<file path="src/rtl/video_in_write.sv">
// Write-side video DMA: packs FIFO pixels four per word and burst-writes one
// frame to RAM over a Wishbone master, then pulses an end-of-frame interrupt.
module video_in_write #(
    parameter int P_WIDTH  = 640,
    parameter int P_HEIGHT = 480,
    parameter int NBPACK   = 16
) (
    input  logic        clk,
    input  logic        nRST,
    input  logic [31:0] wb_reg_data,
    input  logic [31:0] wb_reg_ctr,
    output logic        interrupt,
    output logic [31:0] p_wb_DAT_O,
    input  logic        p_wb_ACK_I,
    output logic        p_wb_STB_O,
    output logic        p_wb_CYC_O,
    output logic        p_wb_LOCK_O,
    output logic [3:0]  p_wb_SEL_O,
    output logic        p_wb_WE_O,
    output logic [31:0] p_wb_ADR_O,
    input  logic        empty,
    output logic        r_e,
    input  logic [7:0]  pixel_in
);
    localparam int NWORDS = NBPACK / 4;
    localparam int WIW    = (NWORDS > 1) ? $clog2(NWORDS) : 1;
    localparam int PCW    = WIW + 2;
    localparam logic [19:0]    FRAME_PIX = 20'(P_WIDTH * P_HEIGHT);
    localparam logic [19:0]    PACK_PIX  = 20'(NBPACK);
    localparam logic [WIW-1:0] LAST_WORD = WIW'(NWORDS - 1);
    localparam logic [PCW-1:0] LAST_SLOT = PCW'(NBPACK - 1);

    typedef enum logic [2:0] {
        S_WAIT_ADDR, S_FILL, S_WRITE_RAM, S_BREAK, S_IMAGE_PROCESSED
    } state_t;

    state_t                   r_state;
    logic                     r_ctr0_d;
    logic [31:0]              r_base;
    logic [19:0]              r_pixel_cnt;
    logic [PCW-1:0]           r_pack_cnt;
    logic [WIW-1:0]           r_word_idx;
    logic [1:0]               r_irq_cnt;
    logic [NWORDS-1:0][31:0]  r_pack;

    logic        w_start;
    logic        w_pop;
    logic        w_stb;
    logic [19:0] w_pix_next;
    logic        w_unused_bits;

    assign w_start       = ~r_ctr0_d & wb_reg_ctr[0];
    assign w_pop         = (r_state == S_FILL) & ~empty;
    assign w_stb         = (r_state == S_WRITE_RAM);
    assign w_pix_next    = r_pixel_cnt + PACK_PIX;
    assign w_unused_bits = ^{wb_reg_ctr[31:1], wb_reg_data[1:0]};

    always_ff @(posedge clk or negedge nRST) begin
        if (!nRST) begin
            r_state     <= S_WAIT_ADDR;
            r_ctr0_d    <= 1'b1;
            r_base      <= '0;
            r_pixel_cnt <= '0;
            r_pack_cnt  <= '0;
            r_word_idx  <= '0;
            r_irq_cnt   <= '0;
            r_pack      <= '0;
        end else begin
            r_ctr0_d <= wb_reg_ctr[0];
            case (r_state)
                S_WAIT_ADDR: begin
                    if (w_start) begin
                        r_base  <= {wb_reg_data[31:2], 2'b00};
                        r_state <= S_FILL;
                    end
                end
                S_FILL: begin
                    if (w_pop) begin
                        // first pixel of each word lands in the top byte
                        r_pack[r_pack_cnt[PCW-1:2]][{~r_pack_cnt[1:0], 3'b000} +: 8] <= pixel_in;
                        r_pack_cnt <= r_pack_cnt + 1'b1;
                        if (r_pack_cnt == LAST_SLOT) begin
                            r_word_idx <= '0;
                            r_state    <= S_WRITE_RAM;
                        end
                    end
                end
                S_WRITE_RAM: begin
                    if (p_wb_ACK_I) r_state <= S_BREAK;
                end
                S_BREAK: begin
                    if (r_word_idx != LAST_WORD) begin
                        r_word_idx <= r_word_idx + 1'b1;
                        r_state    <= S_WRITE_RAM;
                    end else begin
                        r_pixel_cnt <= w_pix_next;
                        r_pack_cnt  <= '0;
                        r_state     <= (w_pix_next == FRAME_PIX) ? S_IMAGE_PROCESSED : S_FILL;
                    end
                end
                S_IMAGE_PROCESSED: begin
                    r_irq_cnt <= r_irq_cnt + 2'd1;
                    if (r_irq_cnt == 2'd3) begin
                        r_pixel_cnt <= '0;
                        r_state     <= S_WAIT_ADDR;
                    end
                end
                default: r_state <= S_WAIT_ADDR;
            endcase
        end
    end

    // Bus outputs decode straight from the state register so reset drops them at once.
    assign p_wb_STB_O  = w_stb;
    assign p_wb_CYC_O  = w_stb;
    assign p_wb_WE_O   = w_stb;
    assign p_wb_LOCK_O = 1'b0;
    assign p_wb_SEL_O  = 4'hf;
    assign p_wb_ADR_O  = w_stb ? (r_base + {12'b0, r_pixel_cnt} + {{(30-WIW){1'b0}}, r_word_idx, 2'b00})
                               : 32'h0;
    assign p_wb_DAT_O  = w_stb ? r_pack[r_word_idx] : 32'h0;
    assign interrupt   = (r_state == S_IMAGE_PROCESSED);
    assign r_e         = w_pop;
endmodule

</file>
<file path="config.mk">
export PLATFORM = sky130hd
export DESIGN_NAME = video_in_write
export DESIGN_NICKNAME = d
export VERILOG_FILES = /design/src/rtl/video_in_write.sv
export SDC_FILE = /design/constraint.sdc
export NUM_CORES = 1
export LEC_CHECK = 0
export ABC_AREA = 1
export CAP_MARGIN = 20
export CORE_MARGIN = 1
export CORE_UTILIZATION = 60
export DETAILED_ROUTE_END_ITERATION = 10
export PLACE_DENSITY = 0.91
export RECOVER_POWER = 100
export SLEW_MARGIN = 15
export SYNTH_ARGS = -nofsm -noshare
export SYNTH_HDL_FRONTEND = slang
export SYNTH_SLANG_ARGS = --single-unit
</file>
<file path="constraint.sdc">
create_clock -name clk -period 3.91 [get_ports clk]
set_input_delay 0.5865 -clock clk [delete_from_list [all_inputs] [get_ports clk]]
set_output_delay 0.5865 -clock clk [all_outputs]
set_load 0.005 [all_outputs]
</file>
==> results.sh <==
export IMPL_nFillCells=1252
export IMPL_syn_area_sq_mm=0.01085
export IMPL_cts_sinks=186
export IMPL_antenna_left=0
export IMPL_grt_max_degree=90
export IMPL_area_growth_synth_to_final_pct=16.45
export IMPL_drv_cap=2
export IMPL_die_h_um=136.4
export IMPL_synthCells=1381
export IMPL_setup_violations_final=0
export IMPL_first_pass_iters=6
export IMPL_drt_iter0_markers=1045
export IMPL_grt_overflow=0
export IMPL_vias=9829
export IMPL_place_gp_congestion=0.8918
export IMPL_viasPerCell=5.758
export IMPL_period_needed_ps=3830
export IMPL_antenna_found_initial=0
export IMPL_timing_hold_ws_ps=483.6
export IMPL_fin_skew_ps=10.88
export IMPL_max_slew_margin_rel_pct=-50.54
export IMPL_cp_start_kind="flip-flop"
export IMPL_fin_nets=1591
export IMPL_place_port_buffers=109
export IMPL_cts_made_buffers=17
export IMPL_synthDistinctLibCells=45
export IMPL_dieArea_sq_mm=0.01862
export IMPL_hold_viol_final=0
export IMPL_dp_hpwl_um=18810
export IMPL_yosysTopAreaCell="dfrtp_1"
export IMPL_detail_route_wl_per_cell_um=16.28
export IMPL_clk_latency_ps=440
export IMPL_worstPathRequired_ps=3320
export IMPL_antenna_cells=0
export IMPL_clk_pin_slew_ps=80
export IMPL_start_util_pct=62.06
export IMPL_track_usage_pct=30.89
export IMPL_max_slew_worst_pin_slew_ps=2258
export IMPL_grt_pass1_vias=9259
export IMPL_htreeDepth=4
export IMPL_ys_top_cells_by_area="dfrtp_1 (43%), o21ai_0 (8.3%), nand2_1 (8.2%), a21oi_1 (8.0%), inv_1 (6.5%)"
export IMPL_io_pins=150
export IMPL_finalCritPeriodShare_pct=97.95
export IMPL_post_route_drc_count=0
export IMPL_final_cells=1707
export IMPL_dp_cells=1671
export IMPL_seq_area_frac_synth_pct=42.93
export IMPL_rows=48
export IMPL_grt_pass1_wl_um=44420
export IMPL_drive_gt1_share_pct=9.177
export IMPL_yosysTopAreaCellShare_pct=42.69
export IMPL_cts_tree="built"
export IMPL_synth_edf_count=0
export IMPL_synthFlopType="dfrtp_1"
export IMPL_cp_end_kind="primary output"
export IMPL_cts_root_buf="clkbuf_16"
export IMPL_yosys_warnings=0
export IMPL_routed_wirelength_um=27800
export IMPL_hp_class="flip-flop to flip-flop"
export IMPL_avgSynthCellArea_sq_um=7.853
export IMPL_critical_path_arrival_ps=3240
export IMPL_cts_max_path_buffers=2
export IMPL_power_leakage_nw=5.954
export IMPL_crit_type="flip-flop to primary output"
export IMPL_hold_buffers=0
export IMPL_p_per_area_mw_per_mm2=689.1
export IMPL_synth_seq_cells=186
export IMPL_cp_max_fo=5
export IMPL_async_reset_ff_share_pct=100.0
export IMPL_core_area_sq_mm=0.01748
export IMPL_fmax_mhz=261.1
export IMPL_die_width_um=136.4
export IMPL_ir_worst_vdd_mv=0.4063
export IMPL_slew_violations=126
export IMPL_outcome="complete, but fails checks"
export IMPL_violations="max-capacitance violations, max-slew violations"
-- critical path, stage by stage, from the launching register on --
cell,delay [ps]
dfrtp_1,420
ha_1,290
ha_2,210
inv_2,70
fa_2,390
o21ai_2,170
buf_4,150
a21oi_1,60
inv_1,120
nand4_1,110
nand3_2,100
nor2_1,40
nor2_1,150
clkdlybuf4s50_1,520
-- cell families (layout without fill, tap and decap cells) --
logic type,after synthesis,after routing,share of synthesized area (%)
compound gates,399,399,19.40
other cells,2,7,0.06925
flops,186,186,42.93
fa+ha+maj,46,46,5.376
mux,25,25,2.596
buf+inv,252,348,9.933
simple gates,466,466,19.29
xor+xnor,5,5,0.4039
-- cell usage in the layout, fill, tap and decap left out, drive strengths merged, types with 23 or more instances in the layout --
| cell | instances |
|---|---|
| o21ai | 201 |
| ha | 45 |
| dfrtp | 185 |
| nand2 | 244 |
| mux2 | 25 |
| a21oi | 179 |
| nand3 | 34 |
| nor2 | 151 |
| clkbuf | 23 |
| clkdlybuf4s50 | 86 |
| inv | 198 |
-- report_power, final --
part / internal [W] / switching [W]
logic: 0.00167 / 0.00237
registers: 0.00253 / 0.000358
clock network: 0.000937 / 0.000836
-- through the flow --
step | setup TNS, ps | cell area [sq um] | total power (W) | utilization, % | setup WS, ps
global placement | 0 | 12000 | 0.006697 | 68.67 | 452.0
CTS | 0 | 12630 | 0.008654 | 72.26 | 42.07
detailed placement | 0 | 12000 | 0.006830 | 68.67 | 439.2
global route | -411.9 | 12630 | 0.009294 | 72.27 | -100.2
floorplan | 0 | 10860 | 0.005332 | - | 1125
finish | 0 | 12630 | 0.008703 | 72.27 | 80.29
-- metal layers --
layer	wire, um	track usage [%]	up-vias
met1	11610	39.61	4613
met2	13370	51.41	457
met4	768	12.16	0
met5	0	0	-
met3	2055	5.966	74
li1	-	-	4685
-- Yosys cell counts, types with 2 or more instances --
| library cell | number |
|---|---|
| nand4_1 | 12 |
| conb_1 | 2 |
| o21ai_2 | 12 |
| o22ai_1 | 10 |
| buf_6 | 9 |
| buf_4 | 9 |
| a21oi_1 | 173 |
| inv_1 | 187 |
| xnor2_1 | 2 |
| a21oi_2 | 6 |
| nor4_1 | 2 |
| nor2_8 | 3 |
| clkbuf_1 | 26 |
| o21ai_0 | 179 |
| nor2_2 | 6 |
| ha_1 | 45 |
| buf_1 | 4 |
| inv_2 | 4 |
| nand3_4 | 4 |
| a21o_1 | 2 |
| nor2_1 | 134 |
| mux2_2 | 25 |
| xor2_1 | 3 |
| nor3_1 | 21 |
| dfrtp_1 | 185 |
| nand2_8 | 3 |
| buf_2 | 11 |
| nand2_2 | 3 |
| nand2_1 | 238 |
| nand3_1 | 30 |
| nor2_4 | 8 |
| o21ai_1 | 10 |
-- sequential cells by signal, indices dropped and copies added (netlist names) --
signal and flops:
r_pixel_cnt 16, r_base 30, r_word_idx 2, r_pack 128, r_ctr0_d 1, r_irq_cnt 2
r_pack_cnt 4, r_state 3
-- repair_timing --
item / 4_1_cts / 5_1_grt
pin swaps: 0 / 3
endpoints found under the setup margin: 8 / 19
buffers inserted: 0 / 4
resized for setup: 6 / 48
-- layout make-up --
class	count	area, sq um	area share (%)
sequential	186	4666	36.94
tap	225	281.5	2.229
multi-input combinational	948	5146	40.75
clock buffer	18	439.2	3.477
timing repair buffer	124	1204	9.530
clock inverter	14	172.7	1.367
inverter	192	720.7	5.706
-- path summary, 6_finish.rpt --
kind                          startpoint        endpoint  slack [ps]  cells past startpoint
setup / recovery           r_word_idx[1]  p_wb_ADR_O[25]          80                     13
max in group asynchronous           nRST      r_base[29]         720                      2
setup reg to reg              r_state[0]     r_pack[109]         840                     10
hold reg to reg               r_pack[48]      r_pack[48]         480                      2
hold / removal                r_pack[48]      r_pack[48]         480                      2
min in group asynchronous           nRST      r_base[14]         780                      1
Power figures use the tool's default switching activity.
